===== src/rtl/seven_seg_scanner.sv =====
`default_nettype none
// +--------------------------------------------------------------------------+
// | Module   : seven_seg_scanner                                             |
// | Purpose  : Multiplexed 7-segment scanner with blanking guard, brightness |
// |            window, hex decode and frame-synchronous input shadowing.     |
// | Revision : 1.0 - initial release                                         |
// +--------------------------------------------------------------------------+
module seven_seg_scanner #(
  parameter int NUM_DIGITS   = 4,
  parameter int SLOT_W       = 4,
  parameter int BLANK_CYCLES = 2
) (
  input  logic                    clk,
  input  logic                    reset,
  input  logic [4*NUM_DIGITS-1:0] digits_in,
  input  logic [NUM_DIGITS-1:0]   dp_in,
  input  logic [NUM_DIGITS-1:0]   digit_en,
  input  logic [SLOT_W-1:0]       bright,
  output logic [NUM_DIGITS-1:0]   an,
  output logic [6:0]              seg,
  output logic                    dp,
  output logic                    frame_done
);

  localparam int SLOTS = 2 ** SLOT_W;
  localparam int IDX_W = (NUM_DIGITS > 1) ? $clog2(NUM_DIGITS) : 1;
  localparam logic [SLOT_W-1:0] SLOT_LAST = SLOT_W'(SLOTS - 1);
  localparam logic [IDX_W-1:0]  IDX_LAST  = IDX_W'(NUM_DIGITS - 1);
  localparam logic [SLOT_W:0]   BLANK     = (SLOT_W + 1)'(BLANK_CYCLES);
  localparam logic [SLOT_W:0]   MAX_ON    = (SLOT_W + 1)'(SLOTS - BLANK_CYCLES);

  logic [SLOT_W-1:0]       slot_cnt;
  logic [IDX_W-1:0]        digit_idx;
  logic [4*NUM_DIGITS-1:0] digits_sh;
  logic [NUM_DIGITS-1:0]   dp_sh;
  logic [NUM_DIGITS-1:0]   en_sh;
  logic [SLOT_W-1:0]       bright_sh;

  logic                    eof;
  logic [SLOT_W:0]         slot_ext;
  logic [SLOT_W:0]         on_time;
  logic [SLOT_W:0]         window_end;
  logic                    past_blank;
  logic                    in_window;
  logic [3:0]              cur_nib;
  logic                    cur_en;
  logic                    cur_dp;
  logic [NUM_DIGITS-1:0]   lit;

  function automatic logic [6:0] decode(input logic [3:0] h);
    logic [6:0] s;
    case (h)
      4'h0: s = 7'h40;  4'h1: s = 7'h79;  4'h2: s = 7'h24;  4'h3: s = 7'h30;
      4'h4: s = 7'h19;  4'h5: s = 7'h12;  4'h6: s = 7'h02;  4'h7: s = 7'h78;
      4'h8: s = 7'h00;  4'h9: s = 7'h10;  4'hA: s = 7'h08;  4'hB: s = 7'h03;
      4'hC: s = 7'h46;  4'hD: s = 7'h21;  4'hE: s = 7'h06;  default: s = 7'h0E;
    endcase
    return s;
  endfunction

  assign eof        = (slot_cnt == SLOT_LAST) && (digit_idx == IDX_LAST);
  assign slot_ext   = {1'b0, slot_cnt};
  assign on_time    = ({1'b0, bright_sh} > MAX_ON) ? MAX_ON : {1'b0, bright_sh};
  assign window_end = BLANK + on_time;

  // With no guard the window opens at slot_cnt 0, so the lower bound vanishes.
  generate
    if (BLANK_CYCLES == 0) begin : g_no_blank
      assign past_blank = 1'b1;
    end else begin : g_blank
      assign past_blank = (slot_ext >= BLANK);
    end
  endgenerate

  assign in_window = past_blank && (slot_ext < window_end);

  always_comb begin
    cur_nib = 4'h0;
    cur_en  = 1'b0;
    cur_dp  = 1'b0;
    lit     = '0;
    for (int k = 0; k < NUM_DIGITS; k++) begin
      if (digit_idx == IDX_W'(k)) begin
        cur_nib = digits_sh[4*k +: 4];
        cur_en  = en_sh[k];
        cur_dp  = dp_sh[k];
        lit[k]  = en_sh[k] && in_window;
      end
    end
  end

  always_ff @(posedge clk) begin
    if (reset) begin
      slot_cnt   <= '0;
      digit_idx  <= '0;
      digits_sh  <= '0;
      dp_sh      <= '0;
      en_sh      <= '0;
      bright_sh  <= '0;
      an         <= '1;
      seg        <= 7'h7F;
      dp         <= 1'b1;
      frame_done <= 1'b0;
    end else begin
      slot_cnt <= slot_cnt + 1'b1;
      if (slot_cnt == SLOT_LAST) begin
        digit_idx <= (digit_idx == IDX_LAST) ? '0 : digit_idx + 1'b1;
      end
      if (eof) begin
        digits_sh <= digits_in;
        dp_sh     <= dp_in;
        en_sh     <= digit_en;
        bright_sh <= bright;
      end
      frame_done <= eof;
      an         <= ~lit;
      // Segments track the slot's digit through the guard so they settle first.
      seg        <= cur_en ? decode(cur_nib) : 7'h7F;
      dp         <= ~(cur_en & cur_dp);
    end
  end

endmodule
`default_nettype wire


===== config.mk =====
export PLATFORM = sky130hd
export DESIGN_NAME = seven_seg_scanner
export DESIGN_NICKNAME = d
export VERILOG_FILES = /design/src/rtl/seven_seg_scanner.sv
export SDC_FILE = /design/constraint.sdc
export NUM_CORES = 1
export LEC_CHECK = 0
export ABC_AREA = 1
export BUFFER_PORTS_ARGS = -buffer_cell sky130_fd_sc_hd__buf_2
export CORE_AREA = 2 2 70 72
export CTS_BUF_LIST = sky130_fd_sc_hd__clkbuf_2
export CTS_CLUSTER_SIZE = 28
export DETAILED_ROUTE_END_ITERATION = 8
export DIE_AREA = 0 0 72 74
export PLACE_DENSITY_LB_ADDON = 0.1
export SYNTH_ARGS = -nofsm -noshare
export SYNTH_HDL_FRONTEND = slang
export SYNTH_SLANG_ARGS = --single-unit

===== constraint.sdc =====
create_clock -name clk -period 1.7 [get_ports clk]
set_input_delay 0.17 -clock clk [delete_from_list [all_inputs] [get_ports clk]]
set_output_delay 0.17 -clock clk [all_outputs]
set_load 0.03 [all_outputs]

==> results of run 1 <==
[kinds of logic (layout without fill, tap and decap cells)]
group / count (synthesis) / after routing / synth area share, %
simple gates: 168 / 168 / 34.4
flops: 47 / 47 / 40.4
buf+inv: 36 / 121 / 8.01
compound gates: 31 / 31 / 7.85
fa+ha+maj: 16 / 16 / 8.60
xor+xnor: 2 / 2 / 0.752
[worst paths after layout]
check / cells past startpoint / to / startpoint
max: 10 / seg[1] / digit_idx[1]
min: 4 / digits_sh[3] / digits_in[3]
max reg2reg: 10 / seg[1] / digit_idx[1]
min reg2reg: 2 / digits_sh[7] / digits_sh[7]
[power by group]
| group | internal (mW) | switching, mW | total [mW] | leakage, nW |
|---|---|---|---|---|
| Sequential | 1.11 | 0.00822 | 1.12 | 0.381 |
| Clock | 0.242 | 0.353 | 0.594 | 0.0404 |
| Combinational | 0.0807 | 0.0564 | 0.137 | 1.03 |
[cell usage after synthesis]
library cell,n,area share (%)
clkinv_4,1,0.38
a211oi_1,1,0.32
inv_1,21,3.4
nand2_1,75,12
inv_2,4,0.64
o21ai_0,12,2.6
nor3_1,1,0.21
clkinv_2,1,0.21
a21oi_1,13,2.8
clkbuf_1,2,0.32
xnor2_1,1,0.38
nand3_1,39,8.4
o211ai_1,1,0.32
nand3_2,1,0.43
buf_12,2,1.7
nor2_4,1,0.48
a21boi_2,1,0.48
a21boi_1,1,0.32
ha_1,16,8.6
nor2_1,17,2.7
nand2_2,25,6.7
xor2_1,1,0.38
a22oi_1,1,0.32
nand2_4,4,1.9
nand3b_1,1,0.32
buf_6,1,0.48
buf_2,4,0.86
a21oi_4,1,0.70
nand4_1,4,1.1
dfxtp_1,47,40
[final cells by class]
class                           instances  area (um^2)
Multi-Input combinational cell        217         1350
Clock inverter                          3         38.8
Inverter                               27          120
Tap cell                               54         67.6
Fill cell                             405         1430
Sequential cell                        47          948
Timing Repair Buffer                   86          621
Clock buffer                            5         25.0
[metrics by stage]
step / setup slack, ps / TNS [ps] / utilization, % / cell area (um^2)
4_1_cts: -7.60 / -10.8 / 66.5 / 3060
3_3_place_gp: -10.5 / -10.5 / 57.5 / 2650
3_5_place_dp: -68.6 / -289 / 57.5 / 2650
6_report: -80.5 / -322 / 68.9 / 3170
2_1_floorplan: 0.153 / 0 / - / 2350
5_1_grt: -176 / -1020 / 68.9 / 3170
[critical path, stage by stage (launching register included)]
cell and delay, ps:
dfxtp_4 410, buf_6 120, ha_4 180, a21oi_2 110, nand2_2 70, a21boi_4 260
ha_1 290, nand2_2 80, nor2_1 40, nor2_1 80, nand2_1 50
[layer usage]
| metal | vias to the layer above | global-route usage [%] | part of all wire, % |
|---|---|---|---|
| met3 | 5 | 3.25 | 4.7 |
| met5 | - | 0 | 0 |
| met2 | 53 | 36.9 | 48 |
| li1 | 1130 | - | - |
| met4 | 0 | 8.18 | 1.0 |
| met1 | 901 | 26.0 | 46 |
[registers in the layout (all words and copies together), names as in the netlist]
register,flops
en_sh,4
slot_cnt,4
seg,7
dp_sh,4
an,4
bright_sh,4
digit_idx,2
dp,1
frame_done,1
digits_sh,16
[cell usage in the layout (no fill, tap or decap), types with 6 or more instances in the layout]
cell type / instances
nand2_1: 69
dfxtp_1: 45
buf_2: 42
nand3_1: 36
nand2_2: 29
dlygate4sd3_1: 29
inv_1: 17
nor2_1: 17
buf_4: 13
o21ai_0: 12
a21oi_1: 10
ha_1: 8
inv_2: 6
nand2_4: 6
ha_4: 6
[what timing repair did]
action,4_1_cts,5_1_grt
pin swaps,2,6
setup buffers,1,0
resized for setup,13,22
cloned,0,0
hold buffers,28,1
endpoints found under the setup margin,8,8
endpoints found under the hold margin,28,1
==> run summary, run 1 <==
nets@finish = 430
post-synth cell types = 30
clk slew on worst S/H paths = 220 ps
post-DR wirelength/cell = 11.6 um
fin worst setup slack = -80.5 ps
status = finished, violations left
Slew Viols, Final = 0
initial antenna violation count = 0
CP Max Fanout = 7
failing checks = negative setup slack
sequential fraction of the synthesis area = 40.4%
final critical-path required period = 1780 ps
placed cell count = 401
routability cong. = 0.810
Root Buffer = clkbuf_2
Tcrit/Tclk final = 105%
RSZ-0062 raised after global routing = yes
Worst Hold Slack = 430 ps
Iter 0 DRT Violations = 97
critical path class = register to register
drt drc = 0
Worst R2R Setup Slack = -80 ps
CP endpoint kind = register
gr usage total = 21.0%
MaxCap Viol Count = 0
mapped cell area = 2330 um^2
relative slew slack = 71.6%
Final Non-Filler Cells = 439
core region area = 4600 um^2
Longest Clk Path Bufs = 2
Synth Area per Inst = 7.76 um^2
final setup vio count = 6
# rows = 25
critical path required time = 2050 ps
port bufs = 42
Critical Path Source Type = register
synthesis-to-finish area growth = 36.1%
#FFs+latches synth = 47
total number of vias = 2,089
VDD IR max = 438 uV
Mapped Nets = 346
Die Ht = 74 um
first-pass GRT wire length = 8710 um
largest net degree at the start of global routing = 29
CP arrival = 2130 ps
# clock sinks = 47
die area = 5330 um^2
Final Power = 1.85 mW
Clock Skew = 12.1 ps
CTS tree = yes
PD cells = 583 nW/um^2
Top-Level Pins = 43
cts bufs inserted = 5
LEAKAGE = 1.46 nW
layout cells sized above 1 = 33.5%
Final ANT Viol Nets = 0
clk_lat worst skew = 430 ps
Hold Vio Cnt, Final = 0
worst hold path class = input port to register
diode count = 0
Final HPWL DP = 3450 um
Post-Syn Instances = 300
Worst-Margin Slew = 421 ps
routed wire length = 5110 um
Peak Freq = 562 MHz
vias per cell = 4.76
initial core utilization = 50.6%
DR pass1 iterations = 7
GR Overflow Total = 0
yosys warns = 0
vias in the first global route = 1,979
htree depth = 2
die width = 72 um
Power figures use the tool's default switching activity.
==> inputs of run 2 (changes only) <==
Settings changed: CELL_PAD_IN_SITES_DETAIL_PLACEMENT from default to 1, CELL_PAD_IN_SITES_GLOBAL_PLACEMENT from default to 1, CORE_AREA 2 2 70 72 to 2 2 82 84, DIE_AREA 0 0 72 74 to 0 0 84 86.
==> run summary, run 2 (synthesis results as in run 1) <==
status = finished, violations left
failing checks = negative setup slack
commonest non-fill, non-tap cell in the layout = nand2_1
Slew Viols, Final = 0
die width = 84 um
Iter 0 DRT Violations = 25
GR Overflow Total = 0
CP delay by family, top = flip-flops
Final Power = 1.90 mW
Slowest-stage cell, CP = dfxtp_4
# clock sinks = 47
Longest Clk Path Bufs = 2
final critical-path required period = 1810 ps
Die Ht = 86 um
CTS tree = yes
final setup vio count = 6
Tcrit/Tclk final = 106%
Worst-Margin Slew = 285 ps
drt drc = 0
post-place setup slack = -135 ps
PD cells = 585 nW/um^2
clk_lat worst skew = 430 ps
Worst R2R Setup Slack = -110 ps
Final Cell Area = 3250 um^2
fillcell total = 775
CP arrival = 2140 ps
Final Non-Filler Cells = 465
first-pass GRT wire length = 10,300 um
initial core utilization = 37.1%
Largest regs = digits_sh x16, seg x7
total number of vias = 2,188
layout cells sized above 1 = 34.3%
MaxCap Viol Count = 0
diode count = 0
post-DR wirelength/cell = 13.4 um
synthesis-to-finish area growth = 39.4%
vias in the first global route = 2,216
htree depth = 2
routed wire length = 6220 um
CP Max Fanout = 6
vias per cell = 4.71
critical path class = register to register
relative slew slack = 80.9%
Critical Path Source Type = register
gr usage total = 17.7%
fin worst setup slack = -108 ps
Worst Hold Slack = 51.1 ps
placed cell area = 2680 um^2
Fin Setup TNS = -336 ps
CP endpoint kind = register
Final HPWL DP = 4330 um
Top reg by flops = digits_sh
placed cell count = 425
# rows = 29
most frequent cells in the layout = 71 x nand2_1, 44 x dfxtp_1, 42 x buf_2, 37 x nand3_1, 28 x dlygate4sd3_1
fin util = 51.7%
worst hold path class = input port to register
core region area = 6280 um^2
clk slew on worst S/H paths = 260 ps
max FFs per register = 16
DR pass1 iterations = 4
Root Buffer = clkbuf_2
RSZ-0062 raised after global routing = yes
port bufs = 42
initial antenna violation count = 0
nets@finish = 433
die area = 7220 um^2
largest net degree at the start of global routing = 29
critical path required time = 2030 ps
cts bufs inserted = 5
Final ANT Viol Nets = 0
VDD IR max = 343 uV
Hold Vio Cnt, Final = 0
CP peak stage delay = 420 ps
Worst Path Buf+Inv = 2
Top-Level Pins = 43
routability cong. = 0.845
Peak Freq = 553 MHz
Clock Skew = 18.8 ps
LEAKAGE = 1.49 nW
Critical Path, Cell by Cell = buf_6, ha_4, a21oi_2, nand2_2, a21boi_4, buf_12, ha_4, nand2_4, nor2_1, nor2_1, nand2_1
run 2: cell count changes in the layout (fill, tap and decap cells not counted), moves of 2 or more:
cell	previous run	this run
o21ai_0	12	10
inv_4	2	4
o21ai_1	0	2
nand2_2	29	26
inv_2	6	4
nand2_1	69	71
buf_4	13	15
run 2: what timing repair did:
item	4_1_cts	5_1_grt
buffers inserted	3	1
pin swaps	1	13
hold buffers	28	0
setup endpoints to repair	10	33
gates cloned	0	0
resized for setup	12	28
hold endpoints to repair	28	0
run 2: power by group:
group	internal (mW)	switching [mW]	leakage, nW
registers	1.11	0.00590	0.382
logic	0.0845	0.0631	1.07
clock network	0.253	0.385	0.0396
run 2: layout make-up:
type                            instances  area (um^2)  area share [%]
Clock inverter                          3         46.3            1.43
Tap cell                               77         96.3            2.97
Inverter                               27          125            3.85
Sequential cell                        47          950            29.2
Timing Repair Buffer                   89          657            20.2
Clock buffer                            5         25.0           0.771
Multi-Input combinational cell        217         1350            41.5
run 2: worst paths after layout:
check               startpoint            to  depth (start not counted)
setup / recovery  digit_idx[1]        seg[1]                         11
hold / removal           reset   slot_cnt[1]                          3
setup reg to reg  digit_idx[1]        seg[1]                         11
hold reg to reg   bright_sh[0]  bright_sh[0]                          2
run 2: worst register-to-register path, delay by kind of cell (launching register included):
| kind | cells | cell delay, ps |
|---|---|---|
| flops | 1 | 420 |
| fa+ha+maj | 2 | 390 |
| simple gates | 5 | 360 |
| compound gates | 2 | 290 |
| buf+inv | 2 | 260 |
run 2: metal layers:
metal	wire length (um)	part of all wire, %	vias to the layer above	global-route usage (%)
li1	-	-	1140	-
met1	2850	46	1006	22.2
met2	3130	50	35	31.5
met3	167	2.7	7	3.27
met4	77	1.2	0	4.55
met5	0	0	-	0
